**src/rtl/logic_gate_pkg.sv**
```systemverilog
// Shared definitions for the pipelined gate block: opcodes, stage control word
// and the bitwise gate evaluator used by the combinational core.
package logic_gate_pkg;

  localparam logic [2:0] OP_AND  = 3'd0;
  localparam logic [2:0] OP_OR   = 3'd1;
  localparam logic [2:0] OP_NOTA = 3'd2;
  localparam logic [2:0] OP_NOTB = 3'd3;
  localparam logic [2:0] OP_NAND = 3'd4;
  localparam logic [2:0] OP_NOR  = 3'd5;
  localparam logic [2:0] OP_XOR  = 3'd6;
  localparam logic [2:0] OP_XNOR = 3'd7;

  // Widest operand the evaluator handles; instances trim to their own WIDTH.
  localparam int GATE_MAX_W = 64;

  typedef logic [GATE_MAX_W-1:0] gate_word_t;

  // Per-transaction control captured in stage 0 alongside the operands.
  typedef struct packed {
    logic [2:0] op;
    logic       acc;
  } ctl_t;

  // Bitwise gate select; NOT A / NOT B ignore the other operand.
  function automatic gate_word_t gate_eval(input logic [2:0] op,
                                           input gate_word_t a,
                                           input gate_word_t b);
    gate_word_t r;
    case (op)
      OP_AND:  r = a & b;
      OP_OR:   r = a | b;
      OP_NOTA: r = ~a;
      OP_NOTB: r = ~b;
      OP_NAND: r = ~(a & b);
      OP_NOR:  r = ~(a | b);
      OP_XOR:  r = a ^ b;
      default: r = ~(a ^ b);
    endcase
    return r;
  endfunction

endpackage

```
**src/rtl/logic_gate_core.sv**
```systemverilog
// Purpose: combinational WIDTH-bit gate evaluator (WIDTH up to GATE_MAX_W).
// Latency: zero cycles, purely combinational.
// Backpressure: none; the enclosing pipeline owns all flow control.
module logic_gate_core
  import logic_gate_pkg::*;
#(
  parameter int WIDTH = 8
) (
  input  logic [2:0]       op,
  input  logic [WIDTH-1:0] a,
  input  logic [WIDTH-1:0] b,
  output logic [WIDTH-1:0] y
);

  gate_word_t a_ext;
  gate_word_t b_ext;
  gate_word_t y_ext;
  gate_word_t y_hi_unused;

  // Zero-extend into the evaluator's word; bits above WIDTH are don't-care.
  assign a_ext       = gate_word_t'(a);
  assign b_ext       = gate_word_t'(b);
  assign y_ext       = gate_eval(op, a_ext, b_ext);
  assign y           = y_ext[WIDTH-1:0];
  assign y_hi_unused = y_ext >> WIDTH;

endmodule

```
**src/rtl/logic_gate_pipe.sv**
```systemverilog
// Purpose: two-stage valid/ready gate pipeline with accumulate mode and zero/parity flags.
// Latency: accepted at edge N, result valid after edge N+1; one result per cycle at full rate.
// Backpressure: out_ready low holds stage 1 stable; in_ready drops only when both stages are full.
module logic_gate_pipe
  import logic_gate_pkg::*;
#(
  parameter int WIDTH = 8
) (
  input  logic             clk,
  input  logic             rst,
  input  logic             in_valid,
  output logic             in_ready,
  input  logic [WIDTH-1:0] a,
  input  logic [WIDTH-1:0] b,
  input  logic [2:0]       op,
  input  logic             acc,
  output logic             out_valid,
  input  logic             out_ready,
  output logic [WIDTH-1:0] y,
  output logic             zero,
  output logic             parity
);

  logic             s0_valid;
  logic [WIDTH-1:0] s0_a;
  logic [WIDTH-1:0] s0_b;
  ctl_t             s0_ctl;
  logic [WIDTH-1:0] acc_reg;
  logic [WIDTH-1:0] a_eff;
  logic [WIDTH-1:0] res;
  logic             s1_advance;
  logic             s0_xfer;
  logic             in_fire;

  assign s1_advance = !out_valid || out_ready;
  assign s0_xfer    = s0_valid && s1_advance;
  assign in_ready   = !s0_valid || s1_advance;
  assign in_fire    = in_valid && in_ready;

  // acc_reg always holds the previous transaction's result by the time the
  // next one computes, so back-to-back accumulate chains need no bubble.
  assign a_eff = s0_ctl.acc ? acc_reg : s0_a;

  logic_gate_core #(.WIDTH(WIDTH)) u_core (
    .op (s0_ctl.op),
    .a  (a_eff),
    .b  (s0_b),
    .y  (res)
  );

  // Stage 0: capture operands on acceptance, empty when passed on to stage 1.
  always_ff @(posedge clk) begin
    if (rst) begin
      s0_valid <= 1'b0;
      s0_a     <= '0;
      s0_b     <= '0;
      s0_ctl   <= '0;
    end else if (in_fire) begin
      s0_valid <= 1'b1;
      s0_a     <= a;
      s0_b     <= b;
      s0_ctl   <= '{op: op, acc: acc};
    end else if (s0_xfer) begin
      s0_valid <= 1'b0;
    end
  end

  // Stage 1: register result, flags and accumulator; hold while stalled.
  always_ff @(posedge clk) begin
    if (rst) begin
      out_valid <= 1'b0;
      y         <= '0;
      zero      <= 1'b0;
      parity    <= 1'b0;
      acc_reg   <= '0;
    end else if (s0_xfer) begin
      out_valid <= 1'b1;
      y         <= res;
      zero      <= (res == '0);
      parity    <= ^res;
      acc_reg   <= res;
    end else if (out_ready) begin
      out_valid <= 1'b0;
    end
  end

endmodule
```
**config.mk**
```make
export PLATFORM = sky130hd
export DESIGN_NAME = logic_gate_pipe
export DESIGN_NICKNAME = d
export VERILOG_FILES = /design/src/rtl/logic_gate_pkg.sv /design/src/rtl/logic_gate_core.sv /design/src/rtl/logic_gate_pipe.sv
export SDC_FILE = /design/constraint.sdc
export NUM_CORES = 1
export LEC_CHECK = 0
export BUFFER_PORTS_ARGS = -buffer_cell sky130_fd_sc_hd__buf_4
export CAP_MARGIN = 30
export CORE_MARGIN = 2
export CORE_UTILIZATION = 45
export CTS_CLUSTER_SIZE = 16
export DETAILED_ROUTE_END_ITERATION = 16
export GPL_TIMING_DRIVEN = 1
export PLACE_DENSITY_LB_ADDON = 0.15
export SLEW_MARGIN = 20
export SYNTH_ARGS = -nofsm -noshare
export SYNTH_HDL_FRONTEND = slang
export SYNTH_HIERARCHICAL = 1
export SYNTH_SLANG_ARGS = --single-unit
```
**constraint.sdc**
```tcl
create_clock -name clk -period 4.5 [get_ports clk]
set_clock_uncertainty 0.1 [all_clocks]
set_input_delay 0.225 -clock clk [delete_from_list [all_inputs] [get_ports clk]]
set_output_delay 0.225 -clock clk [all_outputs]
set_load 0.005 [all_outputs]
```
---- Word level (Yosys, flattened, before mapping) ----
Index checks and enable logic that the tools add are counted.
storage, ports and cells
  bits in registers ....................... 32
  input bits .............................. 24
  output and inout port bits .............. 12
  logic and storage cells ................. 40
operators by class
  muxes and demuxes ....................... 6
  reduce and logical (&&, ||, !) cells .... 11
  bitwise gates (word level) .............. 8
  equality and inequality tests ........... 6
operators with widths
  kind                                                              count
  8-bit case mux with 7 select lines                                1
  8-bit inverter                                                    5
  3-bit == test (second input constant)                             3
  8-bit bitwise AND                                                 1
  8-bit zero test                                                   1
  8-bit two-way mux                                                 1
  8-bit bitwise OR                                                  1
  8-bit parity                                                      1
  8-bit bitwise XOR                                                 1
  3-bit by 2-bit == test with 1-bit output (second input constant)  2
  1-bit two-way mux                                                 4
  2-bit nonzero test                                                2
  3-bit by 1-bit == test with 1-bit output (second input constant)  1
  3-bit zero test                                                   1
  1-bit logical AND                                                 2
  1-bit zero test                                                   2
  1-bit logical OR                                                  2

---- Logic depth before layout (Yosys ltp) ----
Gate-level depths: netlist of run 1.
  depth after elaboration ................. 5
  gate-level depth with buffers ........... 13
  depth with buffers taken out ............ 12

---- Cells and area by module ----
The synthesis of run 1 kept the hierarchy.
by module, submodules not included
  module           cells an instance  sequential area each (µm²)  instances  area each (µm²)
  logic_gate_pipe  169                640.6                       1          1436.4
  logic_gate_core  112                0.0                         1          809.5

---- Least setup slack after synthesis of run 1 ----
OpenSTA, ideal clock, no wires.
  path kind ............................... reg-to-reg
  start point ............................. reg s0_ctl[0] (netlist bit)
  end point ............................... reg parity
  buffers on the path ..................... 1
  library setup time ...................... 0.091 ns
  clock period less this slack ............ 2.598 ns
  slack ................................... 1.902 ns
  stages on the path, launching flop included .. 14
  required time ........................... 4.309 ns
  arrival time ............................ 2.407 ns
  cell sequence ........................... dfxtp_1 -> buf_2 -> mux2_2 -> inv_1 -> ha_1 -> mux2_2 -> nand2_1 -> o211ai_1 -> o21ai_0 -> inv_1 -> ha_1 -> xnor2_1 -> xnor2_1 -> a311oi_1
between the ends
  longest elaborated chain between the ends .. 5
  elaborated cells between the ends (all ways) .. 10
  classes of those cells .................. mux: 2; bitwise: 7; reduce/logical: 1
ends and longest elaborated chain
  item                                       RTL line                                                          RTL
  start, declared                            logic_gate_pipe.sv:27                                             ctl_t s0_ctl;
  start signal, assigned                     logic_gate_pipe.sv:62                                             s0_ctl <= '{op: op, acc: acc};
  8-bit two-way mux *                        logic_gate_pipe.sv:42                                             assign a_eff = s0_ctl.acc ? acc_reg : s0_a;
  net a_eff[7]                               logic_gate_pipe.sv:29                                             logic [WIDTH-1:0] a_eff;
  8-bit bitwise XOR (tied with other cells)  logic_gate_pkg.sv:37, logic_gate_pkg.sv:38
  8-bit inverter (on tied branches)          logic_gate_pkg.sv:38, logic_gate_pkg.sv:35, logic_gate_pkg.sv:36
  8-bit case mux with 7 select lines *       logic_gate_pkg.sv:30                                              case (op)
  net res[7]                                 logic_gate_pipe.sv:30                                             logic [WIDTH-1:0] res;
  8-bit parity *                             logic_gate_pipe.sv:80                                             parity <= ^res;
  end signal, assigned                       logic_gate_pipe.sv:80
  end, declared                              logic_gate_pipe.sv:21                                             output logic parity
Mark *: on every way through the listed nets, which the timed path passes. The rest lies on a longest branch.
A chain may end at the register's enable or synchronous reset.

---- Worst setup path in the final report of run 1 ----
Ends and elaborated chain as after synthesis.

==> metrics.txt, run 1 <==
# TYPE chip_impl_metric gauge
chip_impl_info{name="mostFrequentLayoutCell",value="buf_4"} 1
chip_impl_metric{name="pin_count_of_the_biggest_net_entering_global_routing",unit=""} 33
chip_impl_metric{name="routedWlPerCell",unit="um"} 14.7
chip_impl_metric{name="p_leak",unit="nW"} 1.06
chip_impl_metric{name="timing.critical_path.arrival",unit="ns"} 3.09
chip_impl_info{name="synth.area.top_cells",value="dfxtp_1 (29%), ha_1 (11%), a21oi_1 (7.1%)"} 1
chip_impl_metric{name="first_global_vias",unit=""} 1835
chip_impl_metric{name="max-cap-violations",unit=""} 0
chip_impl_metric{name="synth.yosys.warnings",unit=""} 6
chip_impl_metric{name="synthCells",unit=""} 281
chip_impl_info{name="mostFrequentLayoutCells",value="buf_4 (38), a21oi_1 (32), dfxtp_1 (32)"} 1
chip_impl_metric{name="grt_overflow",unit=""} 0
chip_impl_metric{name="power.density",unit="mW/mm^2"} 303
chip_impl_metric{name="htree_num_levels",unit=""} 2
chip_impl_metric{name="hpwl",unit="um"} 3970
chip_impl_metric{name="placedCellCount",unit=""} 362
chip_impl_metric{name="setup_viol",unit=""} 0
chip_impl_metric{name="final_antenna_violating_net_count",unit=""} 0
chip_impl_metric{name="critPathRequiredTime",unit="ns"} 4.60
chip_impl_metric{name="final_net_count",unit=""} 346
chip_impl_metric{name="slew-limit-headroom",unit="%"} 50.3
chip_impl_metric{name="clk_latency",unit="ns"} 0.29
chip_impl_metric{name="drt-total-wl",unit="um"} 5430
chip_impl_metric{name="finish.instance_area",unit="mm^2"} 0.00257
chip_impl_metric{name="dieArea",unit="mm^2"} 0.00557
chip_impl_metric{name="postCtsHoldBufs",unit=""} 0
chip_impl_info{name="synth.largest_area_cell",value="dfxtp_1"} 1
chip_impl_metric{name="pnr_worst_setup_slack",unit="ns"} 1.51
chip_impl_metric{name="cts_post_setup_buffers_inserted",unit=""} 0
chip_impl_metric{name="post-route-period-util",unit="%"} 66.4
chip_impl_info{name="min_path_type",value="in2reg"} 1
chip_impl_metric{name="ioPinCount",unit=""} 36
chip_impl_metric{name="synth.ff_latch_count",unit=""} 32
chip_impl_metric{name="instances_no_fill",unit=""} 370
chip_impl_metric{name="grtUsageTotal",unit="%"} 21.0
chip_impl_metric{name="drc",unit=""} 0
chip_impl_metric{name="worstMarginPinSlew",unit="ns"} 0.744
chip_impl_info{name="startpoint_type",value="register"} 1
chip_impl_metric{name="first_iter_violations",unit=""} 79
chip_impl_metric{name="final_max_slew_viol_count",unit=""} 0
chip_impl_metric{name="synth_fp_nets",unit=""} 325
chip_impl_metric{name="post_cts_resized",unit=""} 0
chip_impl_metric{name="dpl-instance-area",unit="mm^2"} 0.00246
chip_impl_metric{name="hold_viol",unit=""} 0
chip_impl_metric{name="final_period_minus_worst_setup_slack",unit="ns"} 2.99
chip_impl_metric{name="fin_tns_setup",unit="ns"} 0
chip_impl_info{name="setup.worst_path.end_class",value="register"} 1
chip_impl_metric{name="insertedDiodeCount",unit=""} 0
chip_impl_metric{name="place.gp.congestion",unit=""} 0.787
chip_impl_metric{name="core_region_area",unit="mm^2"} 0.00475
chip_impl_metric{name="seq_area_frac_synth",unit="%"} 28.5
chip_impl_metric{name="syn_avg_cell_area",unit="um^2"} 7.99
chip_impl_metric{name="hold_slack",unit="ns"} 0.0891
chip_impl_metric{name="tritoncts.num_buffers",unit=""} 5
chip_impl_metric{name="seq_area",unit="um^2"} 641
chip_impl_metric{name="chipHeight",unit="um"} 74.6
chip_impl_metric{name="cts_num_sinks",unit=""} 32
chip_impl_metric{name="fmax",unit="GHz"} 0.335
chip_impl_metric{name="share_of_cells_above_drive_strength_1",unit="%"} 20.8
chip_impl_metric{name="multi_input_area",unit="mm^2"} 0.00134
chip_impl_metric{name="global_route_wire_length_before_repair",unit="um"} 8940
chip_impl_info{name="timing_worst_setup_path_type",value="reg2reg"} 1
chip_impl_metric{name="worst_setup_hold_path_clk_slew",unit="ns"} 0.07
chip_impl_info{name="tritoncts",value="built"} 1
chip_impl_metric{name="area.growth.synth_to_final",unit="%"} 14.5
chip_impl_metric{name="synth_top_cell_area_share",unit="%"} 28.5
chip_impl_metric{name="num_vias",unit=""} 2000
chip_impl_info{name="cts_root_buffer",value="clkbuf_8"} 1
chip_impl_metric{name="die-width",unit="um"} 74.6
chip_impl_metric{name="largest_fanout_of_any_net_on_the_critical_path",unit=""} 9
chip_impl_metric{name="power.ir.vdd_worst",unit="uV"} 194
chip_impl_metric{name="portbufs",unit=""} 35
chip_impl_metric{name="fillerInstances",unit=""} 462
chip_impl_info{name="outcome",value="finished, final reports clean"} 1
chip_impl_info{name="grt_setup_unrepaired",value="no"} 1
chip_impl_metric{name="post_synth_instance_area",unit="mm^2"} 0.00225
chip_impl_metric{name="avgViaCountPerCell",unit=""} 5.41
chip_impl_metric{name="antenna_found_initial",unit=""} 0
chip_impl_metric{name="num_rows",unit=""} 25
chip_impl_metric{name="post-place-ws",unit="ns"} 1.58
chip_impl_metric{name="initial_core_util",unit="%"} 47.2
chip_impl_metric{name="drt-pass1-iter-count",unit=""} 4
chip_impl_metric{name="ctsLongestPathBuffers",unit=""} 2
chip_impl_metric{name="synth.lib_cells_used.distinct",unit=""} 37
Yosys cell counts, drive strengths merged:
library cell and count:
o21ai 40, a21oi 32, dfxtp 32, inv 29
nand3 28, ha 20, buf 17, nand2 14
mux2 12, o211ai 11, xnor2 9, clkbuf 7
mux2i 5, nor2 3, a21boi 2, and3 2
nand2b 2, o21a 2, a221oi 1, a222oi 1
a311oi 1, a31oi 1, and2 1, and3b 1
clkinv 1, nand4 1, nor2b 1, o22ai 1
o31a 1, o41ai 1, or3 1, xor2 1
path summary, 6_finish.rpt:
check                 start      end  slack, ns  cells past startpoint
setup / recovery  s0_ctl[0]   parity       1.51                     12
hold / removal         b[3]  s0_b[3]       0.09                      3
setup reg to reg  s0_ctl[0]   parity       1.51                     12
hold reg to reg     s0_a[5]  s0_a[5]       0.38                      2
per-layer routing:
metal | track usage (%) | wire, um | up-vias
met3 | 4.15 | 211 | 10
met5 | 0 | 0 | -
li1 | - | - | 1020
met2 | 33.5 | 2560 | 41
met1 | 28.8 | 2560 | 929
met4 | 6.55 | 100 | 0
through the flow:
step / utilization [%] / power [W]
floorplan: - / 0.000456
global placement: 51.8 / 0.000505
detailed placement: 51.8 / 0.000507
CTS: 54.1 / 0.000785
global route: 54.1 / 0.000820
finish: 54.1 / 0.000779
cell type report:
type | instances | area share (%)
repair buffers | 38 | 11.1
clock buffers | 6 | 2.82
inverters | 30 | 4.53
multi-input cells | 195 | 52.0
flip-flops and latches | 32 | 24.9
well taps | 67 | 3.26
clock inverters | 2 | 1.36
critical path, cell delays in order (launching register included):
cell and delay (ns):
dfxtp_1 0.54, mux2_2 0.27, inv_1 0.05, ha_1 0.21, and2_1 0.17, o41ai_2 0.26
a31oi_1 0.08, o22ai_1 0.26, inv_1 0.08, ha_1 0.31, xnor2_1 0.22, xnor2_1 0.11
a311oi_1 0.25
report_power, final:
group,internal (W),switching (W),leakage [nW]
clock network,0.000164,0.000110,0.0552
registers,0.000300,0.0000199,0.263
logic,0.0000916,0.0000936,0.743
cell families after synthesis:
kind of cell / Yosys count / synth area share (%)
AOI/OAI and AO/OA: 94 / 24.2
adders and majority gates: 20 / 11.1
xor gates and xnor gates: 10 / 3.90
buffers and inverters: 54 / 11.9
muxes: 17 / 8.25
and+or+nand+nor: 54 / 12.1
DFF: 32 / 28.5
Note: power is estimated with default switching activity, not from simulation.
==> inputs of run 2 (changes only) <==
clock period = 3 ns   (was 4.5 ns; I/O delays follow)
==> run 2 against run 1 <==
Non-clock buffer count grew 4. Fmax grew 9.2%. Sequential power grew 50%. Register-to-register slack lost 1.2 ns. Count of clock-buffer cells in the layout is the same. Cell count grew 0.81%. Total power grew 37%. Global-route usage shrank 0.066 points. Sequential share of layout area is essentially flat. Sequential cell count is the same. Core utilization is essentially flat. Critical endpoint unchanged.
==> metrics.txt, run 2 (synthesis gave the netlist of run 1 again) <==
# TYPE chip_impl_metric gauge
chip_impl_info{name="outcome",value="finished, final reports clean"} 1
chip_impl_metric{name="whs_path_depth",unit=""} 3
chip_impl_info{name="mostFrequentLayoutCells",value="buf_4 (42), a21oi_1 (32), dfxtp_1 (31)"} 1
chip_impl_metric{name="tritoncts.num_buffers",unit=""} 5
chip_impl_info{name="hold_start",value="a[3]"} 1
chip_impl_metric{name="global_route_wire_length_before_repair",unit="um"} 8800
chip_impl_metric{name="core_region_area",unit="mm^2"} 0.00475
chip_impl_info{name="mostFrequentLayoutCell",value="buf_4"} 1
chip_impl_info{name="hold_end",value="s0_a[3]"} 1
chip_impl_metric{name="power.share.combinational",unit="%"} 25.8
chip_impl_metric{name="power.density",unit="mW/mm^2"} 414
chip_impl_metric{name="postCtsHoldBufs",unit=""} 0
chip_impl_metric{name="first_iter_violations",unit=""} 118
chip_impl_metric{name="clk_latency",unit="ns"} 0.29
chip_impl_metric{name="die-width",unit="um"} 74.6
chip_impl_metric{name="seq_area",unit="um^2"} 642
chip_impl_metric{name="num_vias",unit=""} 1995
chip_impl_metric{name="drt-total-wl",unit="um"} 5360
chip_impl_metric{name="grt_use_met3",unit="%"} 4.28
chip_impl_metric{name="routedWlPerCell",unit="um"} 14.4
chip_impl_metric{name="internal-power",unit="W"} 0.000747
chip_impl_metric{name="hold_viol",unit=""} 0
chip_impl_metric{name="power.switching",unit="W"} 0.000319
chip_impl_info{name="grt_setup_unrepaired",value="no"} 1
chip_impl_info{name="r2r_start",value="s0_ctl[0]"} 1
chip_impl_metric{name="first_global_vias",unit=""} 1688
chip_impl_metric{name="final_period_minus_worst_setup_slack",unit="ns"} 2.74
chip_impl_metric{name="insertedDiodeCount",unit=""} 0
chip_impl_metric{name="timing.reg2reg.setup_slack",unit="ns"} 0.26
chip_impl_metric{name="max-cap-violations",unit=""} 0
chip_impl_metric{name="area.growth.synth_to_final",unit="%"} 14.5
chip_impl_metric{name="ff2ff_path_depth",unit=""} 12
chip_impl_info{name="setup.worst_path.end_class",value="register"} 1
chip_impl_metric{name="fin_tns_setup",unit="ns"} 0
chip_impl_metric{name="fillerInstances",unit=""} 498
chip_impl_metric{name="hpwl",unit="um"} 4030
chip_impl_info{name="cts_root_buffer",value="clkbuf_8"} 1
chip_impl_metric{name="chipHeight",unit="um"} 74.6
chip_impl_metric{name="grt_overflow",unit=""} 0
chip_impl_metric{name="initial_core_util",unit="%"} 47.2
chip_impl_info{name="worst_r2r_endpoint",value="parity"} 1
chip_impl_metric{name="avgViaCountPerCell",unit=""} 5.35
chip_impl_metric{name="p_leak",unit="nW"} 1.07
chip_impl_metric{name="ioPinCount",unit=""} 36
chip_impl_metric{name="htree_num_levels",unit=""} 2
chip_impl_metric{name="antenna_found_initial",unit=""} 0
chip_impl_metric{name="post_cts_resized",unit=""} 0
chip_impl_metric{name="timing.critical_path.arrival",unit="ns"} 2.84
chip_impl_metric{name="power.ir.vdd_worst",unit="uV"} 321
chip_impl_metric{name="final_antenna_violating_net_count",unit=""} 0
chip_impl_metric{name="drc",unit=""} 0
chip_impl_metric{name="hold_slack",unit="ns"} 0.0151
chip_impl_metric{name="final_net_count",unit=""} 350
chip_impl_info{name="grt_busiest_layer",value="met1"} 1
chip_impl_info{name="timing_worst_setup_path_type",value="reg2reg"} 1
chip_impl_metric{name="power.share.sequential",unit="%"} 45.0
chip_impl_metric{name="drt-pass1-iter-count",unit=""} 6
chip_impl_info{name="tritoncts",value="built"} 1
chip_impl_metric{name="share_of_cells_above_drive_strength_1",unit="%"} 21.9
chip_impl_metric{name="worst_setup_hold_path_clk_slew",unit="ns"} 0.06
chip_impl_metric{name="cts_num_sinks",unit=""} 32
chip_impl_metric{name="portbufs",unit=""} 35
chip_impl_metric{name="grtUsageTotal",unit="%"} 20.9
chip_impl_metric{name="dieArea",unit="mm^2"} 0.00557
chip_impl_metric{name="post-route-period-util",unit="%"} 91.2
chip_impl_metric{name="worstMarginPinSlew",unit="ns"} 0.587
chip_impl_metric{name="critPathRequiredTime",unit="ns"} 3.10
chip_impl_metric{name="fmax",unit="GHz"} 0.365
chip_impl_metric{name="switching_share",unit="%"} 29.9
chip_impl_metric{name="grtUsageMet1",unit="%"} 32.1
chip_impl_metric{name="largest_fanout_of_any_net_on_the_critical_path",unit=""} 6
chip_impl_info{name="min_path_type",value="in2reg"} 1
chip_impl_metric{name="ctsLongestPathBuffers",unit=""} 2
chip_impl_metric{name="num_rows",unit=""} 25
chip_impl_metric{name="place.gp.congestion",unit=""} 0.889
chip_impl_metric{name="final_max_slew_viol_count",unit=""} 0
chip_impl_metric{name="clock_share_of_power",unit="%"} 29.2
chip_impl_metric{name="setup_viol",unit=""} 0
chip_impl_metric{name="multi_input_area",unit="mm^2"} 0.00134
chip_impl_metric{name="pin_count_of_the_biggest_net_entering_global_routing",unit=""} 33
chip_impl_metric{name="slew-limit-headroom",unit="%"} 60.8
chip_impl_metric{name="cts_post_setup_buffers_inserted",unit=""} 0
chip_impl_metric{name="grt_util_met2",unit="%"} 29.5
chip_impl_info{name="startpoint_type",value="register"} 1
## run 2: cell type report
cell class / instances / share of cell area (%)
flip-flops and latches: 32 / 25.0
well taps: 67 / 3.26
multi-input cells: 195 / 52.0
repair buffers: 42 / 12.3
clock buffers: 6 / 2.82
inverters: 30 / 4.52
clock inverters: 1 / 0.195
## run 2: metrics by stage
stage	setup WS, ns	power [W]	cell area [um^2]	util (%)	cells
floorplan	0.402	0.000684	2250	-	281
global placement	0.219	0.000762	2490	52.4	366
detailed placement	0.176	0.000764	2490	52.4	366
CTS	0.168	0.00107	2570	54.1	373
global route	0.0517	0.00113	2570	54.1	373
finish	0.263	0.00107	2570	54.1	373
## run 2: how the worst max path moves through the flow
stage               cells after the start  startpoint  slack, ns      to
floorplan                              13   s0_ctl[0]       0.40  parity
global placement                       13   s0_ctl[0]       0.22  parity
detailed placement                     13   s0_ctl[0]       0.18  parity
CTS                                    13   s0_ctl[0]       0.17  parity
global route                           13   s0_ctl[0]       0.05  parity
finish                                 12   s0_ctl[0]       0.26  parity
## run 2: routing by layer
layer  part of all wire (%)  vias to the layer above
met5                      0                        -
li1                       -                     1028
met3                    5.6                        5
met4                    1.3                        0
met1                     50                      916
met2                     44                       46
## run 2: critical path: stages, from the launching register on
cell and delay (ns):
dfxtp_2 0.39, buf_4 0.15, mux2_2 0.35, inv_1 0.09, ha_1 0.25, mux2i_1 0.13, o21ai_0 0.09, mux2_2 0.29
inv_1 0.06, ha_1 0.23, xnor2_1 0.18, xnor2_1 0.09, a311oi_1 0.25
## run 2: power by group through the flow
stage | clock network, W | registers (W) | logic, W
final | 0.000311 | 0.000479 | 0.000275
after global routing | 0.000336 | 0.000483 | 0.000311
after CTS | 0.000318 | 0.000479 | 0.000276
after detailed placement | 0 | 0.000489 | 0.000275
after global placement | 0 | 0.000489 | 0.000273
after floorplan | 0 | 0.000472 | 0.000212
